`src/rtl/euler_join_unit_pkg.sv`:
```
// Shared types and helpers for the N-channel Euler join unit.
// State encoding, saturation bounds and data_pipe slicing.
package euler_join_unit_pkg;

    typedef enum logic [1:0] {
        ST_COLLECT = 2'd0,
        ST_SUM     = 2'd1,
        ST_MUL     = 2'd2,
        ST_DONE    = 2'd3
    } state_t;

    // Largest value of a w-bit signed word.
    function automatic longint sat_max(input int w);
        return (longint'(1) <<< (w - 1)) - 1;
    endfunction

    // Smallest value of a w-bit signed word.
    function automatic longint sat_min(input int w);
        return -(longint'(1) <<< (w - 1));
    endfunction

    // LSB position of channel ch in a packed bus of w-bit terms.
    function automatic int slice_lsb(input int ch, input int w);
        return ch * w;
    endfunction

endpackage

```
`src/rtl/euler_join_unit_mult.sv`:
```
// Sequential signed radix-2 multiplier with sign correction.
// Bit 0 is consumed on the start edge; done pulses WIDTH-1 edges later.
import euler_join_unit_pkg::*;

module seq_mult_signed #(
    parameter int WIDTH = 16
) (
    input  logic                      clk,
    input  logic                      rst,
    input  logic                      start,
    input  logic signed [WIDTH-1:0]   a,
    input  logic signed [WIDTH-1:0]   b,
    output logic                      done,
    output logic signed [2*WIDTH-1:0] product
);

    localparam int PW = 2 * WIDTH;
    localparam int CW = $clog2(WIDTH);
    localparam logic [CW-1:0] LAST = CW'(WIDTH - 1);

    logic signed [PW-1:0] mcand;
    logic [WIDTH-1:0]     mplier;
    logic [CW-1:0]        cnt;
    logic                 run;

    // Shift-add; the sign bit of b carries weight -2^(WIDTH-1), so subtract.
    always_ff @(posedge clk) begin
        if (rst) begin
            run     <= 1'b0;
            done    <= 1'b0;
            cnt     <= '0;
            product <= '0;
            mcand   <= '0;
            mplier  <= '0;
        end else begin
            done <= 1'b0;
            if (start) begin
                product <= b[0] ? PW'(a) : '0;
                mcand   <= PW'(a) <<< 1;
                mplier  <= {1'b0, b[WIDTH-1:1]};
                cnt     <= CW'(1);
                run     <= 1'b1;
            end else if (run) begin
                if (cnt == LAST) begin
                    if (mplier[0]) begin
                        product <= product - mcand;
                    end
                    done <= 1'b1;
                    run  <= 1'b0;
                end else begin
                    if (mplier[0]) begin
                        product <= product + mcand;
                    end
                    mcand  <= mcand <<< 1;
                    mplier <= mplier >> 1;
                    cnt    <= cnt + 1'b1;
                end
            end
        end
    end

endmodule

```
`src/rtl/euler_join_unit.sv`:
```
// N-channel Euler join: collect one term per channel, then emit
// saturated h_step * sum with an auto-incrementing write address.
import euler_join_unit_pkg::*;

module euler_join_unit #(
    parameter int ADD_SIZE  = 16,
    parameter int DATA_SIZE = 16,
    parameter int FRAC_BITS = 8,
    parameter int N_CH      = 2
) (
    input  logic                        clk,
    input  logic                        rst,
    input  logic                        clear,
    input  logic [N_CH-1:0]             data_ready,
    input  logic [N_CH*DATA_SIZE-1:0]   data_pipe,
    input  logic [DATA_SIZE-1:0]        h_step,
    input  logic                        addr_load,
    input  logic [ADD_SIZE-1:0]         base_addr,
    output logic                        busy,
    output logic                        result_valid,
    output logic [DATA_SIZE-1:0]        result,
    output logic [ADD_SIZE-1:0]         wr_addr,
    output logic                        overflow_flag,
    output logic                        collision_flag,
    output logic                        return_default_state
);

    localparam int DW = DATA_SIZE;
    localparam int IW = (N_CH > 1) ? $clog2(N_CH) : 1;
    localparam logic [IW-1:0] LAST_IDX = IW'(N_CH - 1);
    localparam logic signed [DW-1:0] SMAX = DW'(sat_max(DW));
    localparam logic signed [DW-1:0] SMIN = DW'(sat_min(DW));

    logic [DW-1:0]         chan [N_CH];
    logic [DW-1:0]         slot [N_CH];
    logic [N_CH-1:0]       full;
    logic                  all_full;
    state_t                state;
    logic [IW-1:0]         idx;
    logic signed [DW-1:0]  acc;
    logic [ADD_SIZE-1:0]   addr_cnt;

    logic [DW:0]           sum_wide;
    logic                  sum_ovf;
    logic signed [DW-1:0]  sum_sat;
    logic [DW-1:0]         slot_sel;

    logic                  mul_start;
    logic                  mul_done;
    logic signed [2*DW-1:0] prod;
    logic signed [2*DW-1:0] shifted;
    logic [DW:0]           hi_bits;
    logic                  scale_ovf;
    logic signed [DW-1:0]  scaled;

    for (genvar g = 0; g < N_CH; g++) begin : g_chan
        assign chan[g] = data_pipe[slice_lsb(g, DW) +: DW];
    end

    // Strobes arriving this cycle also count toward completion.
    assign all_full = &(full | data_ready);

    assign slot_sel = slot[idx];
    assign sum_wide = {acc[DW-1], acc} + {slot_sel[DW-1], slot_sel};
    assign sum_ovf  = sum_wide[DW] ^ sum_wide[DW-1];
    assign sum_sat  = sum_ovf ? (sum_wide[DW] ? SMIN : SMAX)
                              : sum_wide[DW-1:0];

    // The final sum feeds the multiplier on the last SUM edge.
    assign mul_start = (state == ST_SUM) && (idx == LAST_IDX);

    seq_mult_signed #(
        .WIDTH(DW)
    ) u_mult (
        .clk    (clk),
        .rst    (rst || clear),
        .start  (mul_start),
        .a      (sum_sat),
        .b      (h_step),
        .done   (mul_done),
        .product(prod)
    );

    // Floor scaling, then clamp when the upper bits are not a sign run.
    assign shifted   = prod >>> FRAC_BITS;
    assign hi_bits   = shifted[2*DW-1:DW-1];
    assign scale_ovf = !((&hi_bits) || !(|hi_bits));
    assign scaled    = scale_ovf ? (shifted[2*DW-1] ? SMIN : SMAX)
                                 : shifted[DW-1:0];

    // Slot capture: first strobe into an empty slot wins, DONE empties all.
    always_ff @(posedge clk) begin
        if (rst || clear) begin
            full <= '0;
        end else if (state == ST_DONE) begin
            full <= '0;
        end else begin
            for (int i = 0; i < N_CH; i++) begin
                if (data_ready[i] && !full[i]) begin
                    full[i] <= 1'b1;
                    slot[i] <= chan[i];
                end
            end
        end
    end

    // Sticky collision detection on strobes into occupied slots.
    always_ff @(posedge clk) begin
        if (rst) begin
            collision_flag <= 1'b0;
        end else if (!clear && |(data_ready & full)) begin
            collision_flag <= 1'b1;
        end
    end

    // Sequencer with registered outputs and the write-address counter.
    always_ff @(posedge clk) begin
        if (rst || clear) begin
            state                <= ST_COLLECT;
            busy                 <= 1'b0;
            result_valid         <= 1'b0;
            return_default_state <= 1'b0;
            idx                  <= '0;
            acc                  <= '0;
            if (rst) begin
                result        <= '0;
                wr_addr       <= '0;
                overflow_flag <= 1'b0;
                addr_cnt      <= '0;
            end else if (addr_load) begin
                addr_cnt <= base_addr;
            end
        end else begin
            result_valid         <= 1'b0;
            return_default_state <= 1'b0;
            if (addr_load) begin
                addr_cnt <= base_addr;
            end else if (state == ST_DONE) begin
                addr_cnt <= addr_cnt + 1'b1;
            end
            unique case (state)
                ST_COLLECT: begin
                    if (all_full) begin
                        state                <= ST_SUM;
                        busy                 <= 1'b1;
                        return_default_state <= 1'b1;
                        idx                  <= '0;
                        acc                  <= '0;
                    end
                end
                ST_SUM: begin
                    acc <= sum_sat;
                    if (sum_ovf) begin
                        overflow_flag <= 1'b1;
                    end
                    if (idx == LAST_IDX) begin
                        state <= ST_MUL;
                    end else begin
                        idx <= idx + 1'b1;
                    end
                end
                ST_MUL: begin
                    if (mul_done) begin
                        state        <= ST_DONE;
                        result       <= scaled;
                        result_valid <= 1'b1;
                        wr_addr      <= addr_cnt;
                        if (scale_ovf) begin
                            overflow_flag <= 1'b1;
                        end
                    end
                end
                ST_DONE: begin
                    state <= ST_COLLECT;
                    busy  <= 1'b0;
                end
            endcase
        end
    end

endmodule

```
`config.mk`:
```
export PLATFORM = sky130hd
export DESIGN_NAME = euler_join_unit
export DESIGN_NICKNAME = d
export VERILOG_FILES = /design/src/rtl/euler_join_unit_pkg.sv /design/src/rtl/euler_join_unit_mult.sv /design/src/rtl/euler_join_unit.sv
export SDC_FILE = /design/constraint.sdc
export NUM_CORES = 1
export LEC_CHECK = 0
export ABC_AREA = 1
export BUFFER_PORTS_ARGS = -buffer_cell sky130_fd_sc_hd__buf_2
export CAP_MARGIN = 40
export CORE_ASPECT_RATIO = 0.9
export CORE_UTILIZATION = 55
export DETAILED_ROUTE_END_ITERATION = 8
export PLACE_DENSITY_LB_ADDON = 0.2
export SYNTH_ARGS = -nofsm -noshare
export SYNTH_HDL_FRONTEND = slang
export SYNTH_HIERARCHICAL = 1
export SYNTH_SLANG_ARGS = --single-unit
```
`constraint.sdc`:
```
create_clock -name clk -period 4.37 [get_ports clk]
set_input_delay 0.2185 -clock clk [delete_from_list [all_inputs] [get_ports clk]]
set_output_delay 0.2185 -clock clk [all_outputs]
set_load 0.01 [all_outputs]
```
==> results_dict.tcl <==
set metrics [dict create \
    io_pins 107 \
    first_pass_iters 5 \
    fin_nets 1900 \
    cap_viol_max_count 0 \
    relSlewSlack 0.424 \
    r2r_slack_ns 0.68 \
    crit_fanout 17 \
    mostFrequentLayoutCells "437 x nand2_1, 205 x inv_1, 138 x nor2_1" \
    drtIter0Drc 1044 \
    die_w_um 160 \
    power_per_cell_area_nw_per_um2 277 \
    status "finished clean" \
    gp_congestion 0.936 \
    dp_hpwl_um 23100 \
    post_route_cells_drive_above_1_share 0.163 \
    slew_viol_final 0 \
    p_leak_nw 6.42 \
    die_h_um 144 \
    fin_area_um2 13900 \
    clock_latency_ns 0.44 \
    start_kind "flop" \
    cts.clk_slew.worst_paths_ns 0.08 \
    grt_use_total 0.275 \
    clock_path_buffers 2 \
    numClockSinks 190 \
    diodes 0 \
    worst_ep_required_time_ns 4.72 \
    crit_path_end "u_mult/product[27]" \
    dieArea_um2 22900 \
    vias 11200 \
    layout_commonest_cell "nand2_1" \
    drc_errors 0 \
    placedCellCount 2014 \
    gr-total-overflow 0 \
    post_drt_via_cell_ratio 5.39 \
    area_growth_pct 13.2 \
    endpoint_kind "flop" \
    portBuffers 106 \
    hold_viol_final 0 \
    peakVddDrop_mv 0.224 \
    worst_pin_slew_ns 0.863 \
    cts_buffers 17 \
    fin_util 0.639 \
    yosys_warnings 6 \
    worstHoldPathType "in -> reg" \
    htreeDepth 4 \
    post_cts_resized 0 \
    ant_nets 0 \
    ff2ff_path_depth 17 \
    fin_crit_sh 0.844 \
    netlist_area_um2 12300 \
    wl_per_cell_um 15.0 \
    core_um2 21800 \
    syn-num-nets 1781 \
    rows 51 \
    grt_max_degree 47 \
    cp.arrival_ns 4.04 \
    synth_area_per_cell_um2 7.42 \
    netlist_instances 1655 \
    start_util 0.565 \
    first_global_vias 10100 \
    grt_setup_unrepaired "no" \
    timing.rr.end "u_mult/product[27]" \
    setup_viol 0 \
    fin_cells 2078 \
    antenna_found_initial 0 \
    skew_ns 0.0133 \
    finalWirelength_um 31100 \
    grt_pass1_wl_um 50500 \
    cts_tree "done" \
    critical_path_class "reg -> reg" \
    finalCriticalPeriod_ns 3.69 \
    final.setup.tns_ns 0 \
    placed_area_um2 13000 \
    max_freq_mhz 271 \
    cts-root-buf "clkbuf_16" \
]
==> flip-flops by register name, indices dropped and copies added, names as in the netlist, 2 cells and up, named ones only <==
| register | count |
|---|---|
| u_mult/mplier | 15 |
| slot | 32 |
| state | 2 |
| u_mult/mcand | 31 |
| u_mult/product | 31 |
| u_mult/cnt | 4 |
| full | 2 |
| wr_addr | 16 |
| acc | 16 |
| result | 16 |
| addr_cnt | 16 |
==> critical path: stages, from the launching register on <==
cell and delay, ns:
dfxtp_1 0.79, mux2_2 0.29, ha_1 0.17, inv_1 0.06, fa_1 0.39, inv_1 0.07
nand2_1 0.06, nand2_1 0.08, nand3_1 0.09, nand2_2 0.12, nand2_2 0.07, nand2_1 0.07
nand2_2 0.07, nand2_2 0.10, nand2_1 0.09, o21ai_1 0.14, clkinv_1 0.59, a21oi_1 0.34
==> how the worst min path moves through the flow <==
stage	startpoint	endpoint	cells after the start
2_1_floorplan	data_pipe[0]	slot[0][0]	0
3_3_place_gp	data_pipe[18]	slot[1][2]	1
3_5_place_dp	data_pipe[28]	slot[1][12]	1
4_1_cts	h_step[7]	u_mult/mplier[6]	3
5_1_grt	h_step[15]	u_mult/mplier[14]	3
6_report	h_step[7]	u_mult/mplier[6]	3
==> routing by layer <==
metal	up-vias	GRT usage	share of wire
met5	-	0	0
met2	384	0.433	0.43
met4	0	0.0501	0.0068
met1	5111	0.402	0.49
li1	5684	-	-
met3	19	0.0410	0.073
==> what timing repair did <==
action,4_1_cts,5_1_grt
endpoints found under the hold margin,32,0
buffers inserted,0,0
setup endpoints to repair,0,0
hold buffers,32,0
==> power by group <==
part,total (W),internal [W],switching [W]
Combinational,0.000370,0.000138,0.000232
Clock,0.00157,0.000812,0.000755
Sequential,0.00192,0.00190,0.0000223
Total,0.00386,0.00285,0.00101
==> per-stage QoR <==
stage | hold slack, ns | worst slack, ns | total power, W
floorplan | 0.317 | 0.927 | 0.00220
global placement | 0.395 | 0.879 | 0.00229
detailed placement | 0.397 | 0.756 | 0.00231
CTS | 0.0318 | 0.759 | 0.00388
global route | 0.0485 | 0.414 | 0.00401
finish | 0.0396 | 0.682 | 0.00386
==> final cells by class <==
type / count / area [um2]
Fill cell: 1950 / 7850
Clock buffer: 18 / 429
Tap cell: 291 / 364
Clock inverter: 14 / 154
Inverter: 218 / 828
Multi-Input combinational cell: 1197 / 6580
Timing Repair Buffer: 150 / 941
Sequential cell: 190 / 4610
Note: power is estimated with default switching activity, not from simulation.
